`src/rtl/cv32e40x_pkg.sv`:
```
// Shared types for the cv32e40x ID-stage blocks.
// Holds the decode sequencer state encoding.
package cv32e40x_pkg;

    typedef enum logic [0:0] {
        DEC_SEQ_IDLE,
        DEC_SEQ_SEQ
    } dec_seq_state_e;

endpackage

```
`src/rtl/cv32e40x_decoder_prio_mux.sv`:
```
// Combinational priority mux over parallel sub-decoder results; channel 0 wins.
// Flags illegal instructions and reports when more than one channel matched.
module cv32e40x_decoder_prio_mux
#(
    parameter int unsigned       NUM_DEC      = 4,
    parameter int unsigned       CTRL_W       = 64,
    parameter int unsigned       UOP_W        = 2,
    parameter logic [CTRL_W-1:0] CTRL_ILLEGAL = '0
) (
    input  logic [NUM_DEC-1:0]        dec_match_i,
    input  logic [NUM_DEC*CTRL_W-1:0] dec_ctrl_i,
    input  logic [NUM_DEC*UOP_W-1:0]  dec_uops_i,
    input  logic                      illegal_c_i,
    output logic [CTRL_W-1:0]         sel_ctrl_o,
    output logic [UOP_W-1:0]          sel_uops_o,
    output logic                      sel_illegal_o,
    output logic                      multi_match_o
);

    logic any_match;

    always_comb begin
        sel_ctrl_o    = CTRL_ILLEGAL;
        sel_uops_o    = '0;
        any_match     = 1'b0;
        multi_match_o = 1'b0;
        // Only the first matching channel is taken; later matches mark multi-match.
        for (int unsigned k = 0; k < NUM_DEC; k++) begin
            if (dec_match_i[k]) begin
                if (!any_match) begin
                    sel_ctrl_o = dec_ctrl_i[k*CTRL_W +: CTRL_W];
                    sel_uops_o = dec_uops_i[k*UOP_W +: UOP_W];
                end
                multi_match_o = multi_match_o | any_match;
                any_match     = 1'b1;
            end
        end
        sel_illegal_o = illegal_c_i || !any_match;
        if (sel_illegal_o) begin
            sel_ctrl_o = CTRL_ILLEGAL;
            sel_uops_o = '0;
        end
    end

endmodule

```
`src/rtl/cv32e40x_decode_sequencer.sv`:
```
// Registered ID decode stage: priority-muxes sub-decoders, expands multi-uop
// instructions one micro-op per handshake, with kill/halt handling.
module cv32e40x_decode_sequencer
    import cv32e40x_pkg::*;
#(
    parameter int unsigned       NUM_DEC      = 4,
    parameter int unsigned       CTRL_W       = 64,
    parameter int unsigned       UOP_W        = 2,
    parameter logic [CTRL_W-1:0] CTRL_ILLEGAL = '0
) (
    input  logic                      clk,
    input  logic                      rst,
    input  logic                      if_valid_i,
    output logic                      if_ready_o,
    input  logic [31:0]               instr_i,
    input  logic                      illegal_c_i,
    input  logic [NUM_DEC-1:0]        dec_match_i,
    input  logic [NUM_DEC*CTRL_W-1:0] dec_ctrl_i,
    input  logic [NUM_DEC*UOP_W-1:0]  dec_uops_i,
    input  logic                      kill_i,
    input  logic                      halt_i,
    output logic                      id_valid_o,
    input  logic                      id_ready_i,
    output logic [CTRL_W-1:0]         ctrl_o,
    output logic [31:0]               instr_o,
    output logic                      illegal_o,
    output logic [UOP_W-1:0]          uop_idx_o,
    output logic                      uop_last_o,
    output logic                      multi_match_o
);

    dec_seq_state_e    state_q, state_d;
    logic              valid_q, valid_d;
    logic [CTRL_W-1:0] ctrl_q, ctrl_d;
    logic [31:0]       instr_q, instr_d;
    logic              illegal_q, illegal_d;
    logic [UOP_W-1:0]  n_q, n_d;
    logic [UOP_W-1:0]  idx_q, idx_d;
    logic              last_q, last_d;
    logic              multi_q, multi_d;

    logic [CTRL_W-1:0] mux_ctrl;
    logic [UOP_W-1:0]  mux_uops;
    logic              mux_illegal;
    logic              mux_multi;
    logic              out_free;
    logic              accept;
    logic              transfer;
    logic [UOP_W-1:0]  idx_inc;

    cv32e40x_decoder_prio_mux #(
        .NUM_DEC      (NUM_DEC),
        .CTRL_W       (CTRL_W),
        .UOP_W        (UOP_W),
        .CTRL_ILLEGAL (CTRL_ILLEGAL)
    ) u_prio_mux (
        .dec_match_i   (dec_match_i),
        .dec_ctrl_i    (dec_ctrl_i),
        .dec_uops_i    (dec_uops_i),
        .illegal_c_i   (illegal_c_i),
        .sel_ctrl_o    (mux_ctrl),
        .sel_uops_o    (mux_uops),
        .sel_illegal_o (mux_illegal),
        .multi_match_o (mux_multi)
    );

    always_comb begin
        out_free   = !valid_q || id_ready_i;
        if_ready_o = (state_q == DEC_SEQ_IDLE) && out_free && !halt_i && !kill_i;
        accept     = if_valid_i && if_ready_o;
        transfer   = valid_q && id_ready_i;
        idx_inc    = idx_q + UOP_W'(1);

        state_d   = state_q;
        valid_d   = valid_q;
        ctrl_d    = ctrl_q;
        instr_d   = instr_q;
        illegal_d = illegal_q;
        n_d       = n_q;
        idx_d     = idx_q;
        last_d    = last_q;
        multi_d   = multi_q;

        if (kill_i) begin
            state_d = DEC_SEQ_IDLE;
            valid_d = 1'b0;
            idx_d   = '0;
        end else begin
            unique case (state_q)
                DEC_SEQ_IDLE: begin
                    if (accept) begin
                        ctrl_d    = mux_ctrl;
                        instr_d   = instr_i;
                        illegal_d = mux_illegal;
                        n_d       = mux_uops;
                        idx_d     = '0;
                        last_d    = (mux_uops == '0);
                        valid_d   = 1'b1;
                        multi_d   = multi_q | mux_multi;
                        state_d   = (mux_uops != '0) ? DEC_SEQ_SEQ : DEC_SEQ_IDLE;
                    end else if (transfer) begin
                        valid_d = 1'b0;
                    end
                end
                DEC_SEQ_SEQ: begin
                    // A transfer taken under halt consumes the uop but defers the
                    // index advance until halt releases (valid low meanwhile).
                    if (transfer && last_q) begin
                        valid_d = 1'b0;
                        state_d = DEC_SEQ_IDLE;
                    end else if (transfer && halt_i) begin
                        valid_d = 1'b0;
                    end else if ((transfer || !valid_q) && !halt_i) begin
                        valid_d = 1'b1;
                        idx_d   = idx_inc;
                        last_d  = (idx_inc == n_q);
                    end
                end
                default: state_d = DEC_SEQ_IDLE;
            endcase
        end
    end

    always_ff @(posedge clk) begin
        if (rst) begin
            state_q   <= DEC_SEQ_IDLE;
            valid_q   <= 1'b0;
            ctrl_q    <= CTRL_ILLEGAL;
            instr_q   <= '0;
            illegal_q <= 1'b0;
            n_q       <= '0;
            idx_q     <= '0;
            last_q    <= 1'b0;
            multi_q   <= 1'b0;
        end else begin
            state_q   <= state_d;
            valid_q   <= valid_d;
            ctrl_q    <= ctrl_d;
            instr_q   <= instr_d;
            illegal_q <= illegal_d;
            n_q       <= n_d;
            idx_q     <= idx_d;
            last_q    <= last_d;
            multi_q   <= multi_d;
        end
    end

    assign id_valid_o    = valid_q;
    assign ctrl_o        = ctrl_q;
    assign instr_o       = instr_q;
    assign illegal_o     = illegal_q;
    assign uop_idx_o     = idx_q;
    assign uop_last_o    = last_q;
    assign multi_match_o = multi_q;

endmodule
```
`config.mk`:
```
export PLATFORM = sky130hd
export DESIGN_NAME = cv32e40x_decode_sequencer
export DESIGN_NICKNAME = d
export VERILOG_FILES = /design/src/rtl/cv32e40x_pkg.sv /design/src/rtl/cv32e40x_decoder_prio_mux.sv /design/src/rtl/cv32e40x_decode_sequencer.sv
export SDC_FILE = /design/constraint.sdc
export NUM_CORES = 1
export LEC_CHECK = 0
export CAP_MARGIN = 30
export CORE_AREA = 2 2 158 160
export DETAILED_ROUTE_END_ITERATION = 7
export DIE_AREA = 0 0 160 162
export HOLD_SLACK_MARGIN = 0.12
export PLACE_DENSITY_LB_ADDON = 0.1
export SYNTH_ARGS = -nofsm -noshare
export SYNTH_HDL_FRONTEND = slang
export SYNTH_HIERARCHICAL = 1
export SYNTH_SLANG_ARGS = --single-unit
```
`constraint.sdc`:
```
create_clock -name clk -period 2.02 [get_ports clk]
set_input_delay 0.303 -clock clk [delete_from_list [all_inputs] [get_ports clk]]
set_output_delay 0.303 -clock clk [all_outputs]
set_load 0.005 [all_outputs]
```
==> impl_metrics.env <==
export IMPL_status="finished, final reports clean"
export IMPL_syn_avg_cell_area_um2=6.82
export IMPL_post_route_util=0.460
export IMPL_grt_max_degree=76
export IMPL_synth_compound_area_frac=0.285
export IMPL_clockBufferDepth=2
export IMPL_io_buffers=409
export IMPL_syn_cell_area_um2=6330
export IMPL_fin_area_um2=11100
export IMPL_setup_viol=0
export IMPL_die_x_um=160
export IMPL_cp_end_kind="primary output"
export IMPL_drc=0
export IMPL_ys_types=30
export IMPL_cts_root_buf="clkbuf_16"
export IMPL_final_hold_violation_count=0
export IMPL_initial_utilization=0.263
export IMPL_antennaDiodeCount=0
export IMPL_drive_gt1_frac=0.0492
export IMPL_synth_cells=928
export IMPL_post_cts_buffers=0
export IMPL_synth_edff_count=0
export IMPL_overflow=0
export IMPL_netlist_top_cells_area="dfxtp_1, a21oi_1, nand2_1"
export IMPL_nets=1604
export IMPL_hold_ws_ps=420
export IMPL_grt_pass1_vias=7387
export IMPL_fin_crit_sh=0.949
export IMPL_drt_iter0_drc=355
export IMPL_synthMuxAreaShare=0.00316
export IMPL_wl_mm=27.3
export IMPL_ys_warn_count=6
export IMPL_synth_fa_ha_area_frac=0.00158
export IMPL_place_area_um2=10800
export IMPL_min_period_ps=1920
export IMPL_cp_max_fo=3
export IMPL_die_area_um2=25900
export IMPL_rsz0062_at_grt="no"
export IMPL_post_synth_top_area_cell="dfxtp_1"
export IMPL_first_pass_iters=5
export IMPL_wire_per_inst_um=16.8
export IMPL_slew_headroom=0.646
export IMPL_coreArea_um2=24100
export IMPL_yosysMostFrequentCell="nand2_1"
export IMPL_syn_num_nets=1235
export IMPL_n_fill_cell=2530
export IMPL_instances_no_fill=1626
export IMPL_min_path_type="in -> reg"
export IMPL_netlist_area_leader_share=0.332
export IMPL_clk_pin_slew_ps=80
export IMPL_crit_arrival_ps=1610
export IMPL_vias_per_cell=4.67
export IMPL_seq_area_um2=2100
export IMPL_area_growth_pct=75.1
export IMPL_cts_buffers=9
export IMPL_p_total_w=0.00541
export IMPL_ys_flop_type="dfxtp_1"
export IMPL_grtUsageTotal=0.201
export IMPL_clock_sinks=105
export IMPL_skew_ps=6.80
export IMPL_htree_levels=3
export IMPL_multi_input_area_um2=3510
export IMPL_grt_pass1_wl_mm=41.5
export IMPL_p_leak_nw=4.08
export IMPL_worstMarginPinSlew_ps=530
export IMPL_dp_cells=1610
export IMPL_worstPathRequired_ps=1720
export IMPL_place_congestion=0.796
export IMPL_slew_viol_final=0
export IMPL_synthSimpleGateAreaFrac=0.260
export IMPL_clock_latency_ps=350
export IMPL_antenna_found_initial=0
export IMPL_path_class="in -> out"
export IMPL_dpl_hpwl_mm=20.6
export IMPL_synthArstFlopShare=0
export IMPL_die_h_um=162
export IMPL_start_kind="input port"
export IMPL_fmaxAchievable_mhz=522
export IMPL_ir_drop_mv=0.371
export IMPL_synth_xor_area_frac=0.00138
export IMPL_fp_row_count=57
export IMPL_synth_seq_cells=105
export IMPL_ff2ff_setup_slack_ps=320
export IMPL_synth_common_cells="nand2_1, a21oi_1, dfxtp_1"
export IMPL_ioPinCount=410
export IMPL_synth_seq_area_share=0.332
export IMPL_vias=7596
export IMPL_cap_viol_max_count=0
export IMPL_p_per_area_nw_per_um2=488
export IMPL_synth_top_family_by_area="compound AO/OA/AOI/OAI gates"
export IMPL_drt_antenna_violating_nets=0
export IMPL_cts_tree="done"
[power by group]
part	total [W]	internal, W	switching (W)
clock	0.00181	0.000887	0.000928
sequential	0.00215	0.00212	0.0000284
combinational	0.00144	0.000894	0.000550
total	0.00541	0.00390	0.00151
[through the flow]
stage	TNS (ps)	setup slack [ps]
finish	0	103
global route	0	30.2
CTS	0	38.8
detailed placement	-400	-35.6
global placement	-55.4	-26.3
floorplan	0	360
[worst paths after layout]
check / start / to / cells after the start
setup / recovery: kill_i / if_ready_o / 3
hold / removal: rst / multi_match_o / 2
setup reg to reg: id_valid_o / ctrl_o[15] / 5
hold reg to reg: ctrl_o[54] / ctrl_o[54] / 2
[registers in the layout, indices dropped and copies added (netlist names)]
| signal | count |
|---|---|
| state_q | 1 |
| uop_last_o | 1 |
| id_valid_o | 1 |
| multi_match_o | 1 |
| instr_o | 32 |
| illegal_o | 1 |
| uop_idx_o | 2 |
| n_q | 2 |
| ctrl_o | 64 |
[logic make-up (layout without fill, tap and decap cells)]
logic type | after synthesis | count (layout)
multiplexers | 2 | 2
buffers and inverters | 155 | 529
AO/OA/AOI/OAI | 308 | 308
XOR/XNOR | 1 | 1
AND/OR/NAND/NOR | 356 | 356
flip-flops | 105 | 105
adder cells (fa/ha/maj) | 1 | 1
[per-layer routing]
layer	routed length [um]	track usage
met2	13200	0.360
met4	667	0.0659
met3	2240	0.0605
met5	0	0
met1	11200	0.230
[layout make-up]
cell class                 instances  share of cell area
tap                              324              0.0366
sequential                       105               0.190
multi-input combinational        668               0.316
clock buffer                       9              0.0203
timing repair buffer             445               0.407
clock inverter                     7             0.00722
inverter                          68              0.0230
[worst max-delay path, stage by stage]
cell and delay [ps]:
clkdlybuf4s50_1 460, nor4_2 300, clkdlybuf4s50_1 550
[placed cells by master (no fill, tap or decap), types with 2 or more instances in the layout]
master,count
clkdlybuf4s50_1,405
nand2_1,266
a21oi_1,236
dfxtp_1,105
inv_1,68
nand3b_1,67
a22o_1,65
buf_4,26
buf_12,13
clkbuf_16,9
nor2_1,6
nor2b_1,5
nand3_1,3
nor4_2,2
nand2b_1,2
or2_2,2
mux2i_1,2
inv_8,2
clkinv_8,2
inv_6,2
[what timing repair did]
item                       CTS  global route
resized for setup            0             1
setup endpoints to repair    0             1
hold buffers                 0             0
No activity file was read; power rests on OpenSTA's default activity.
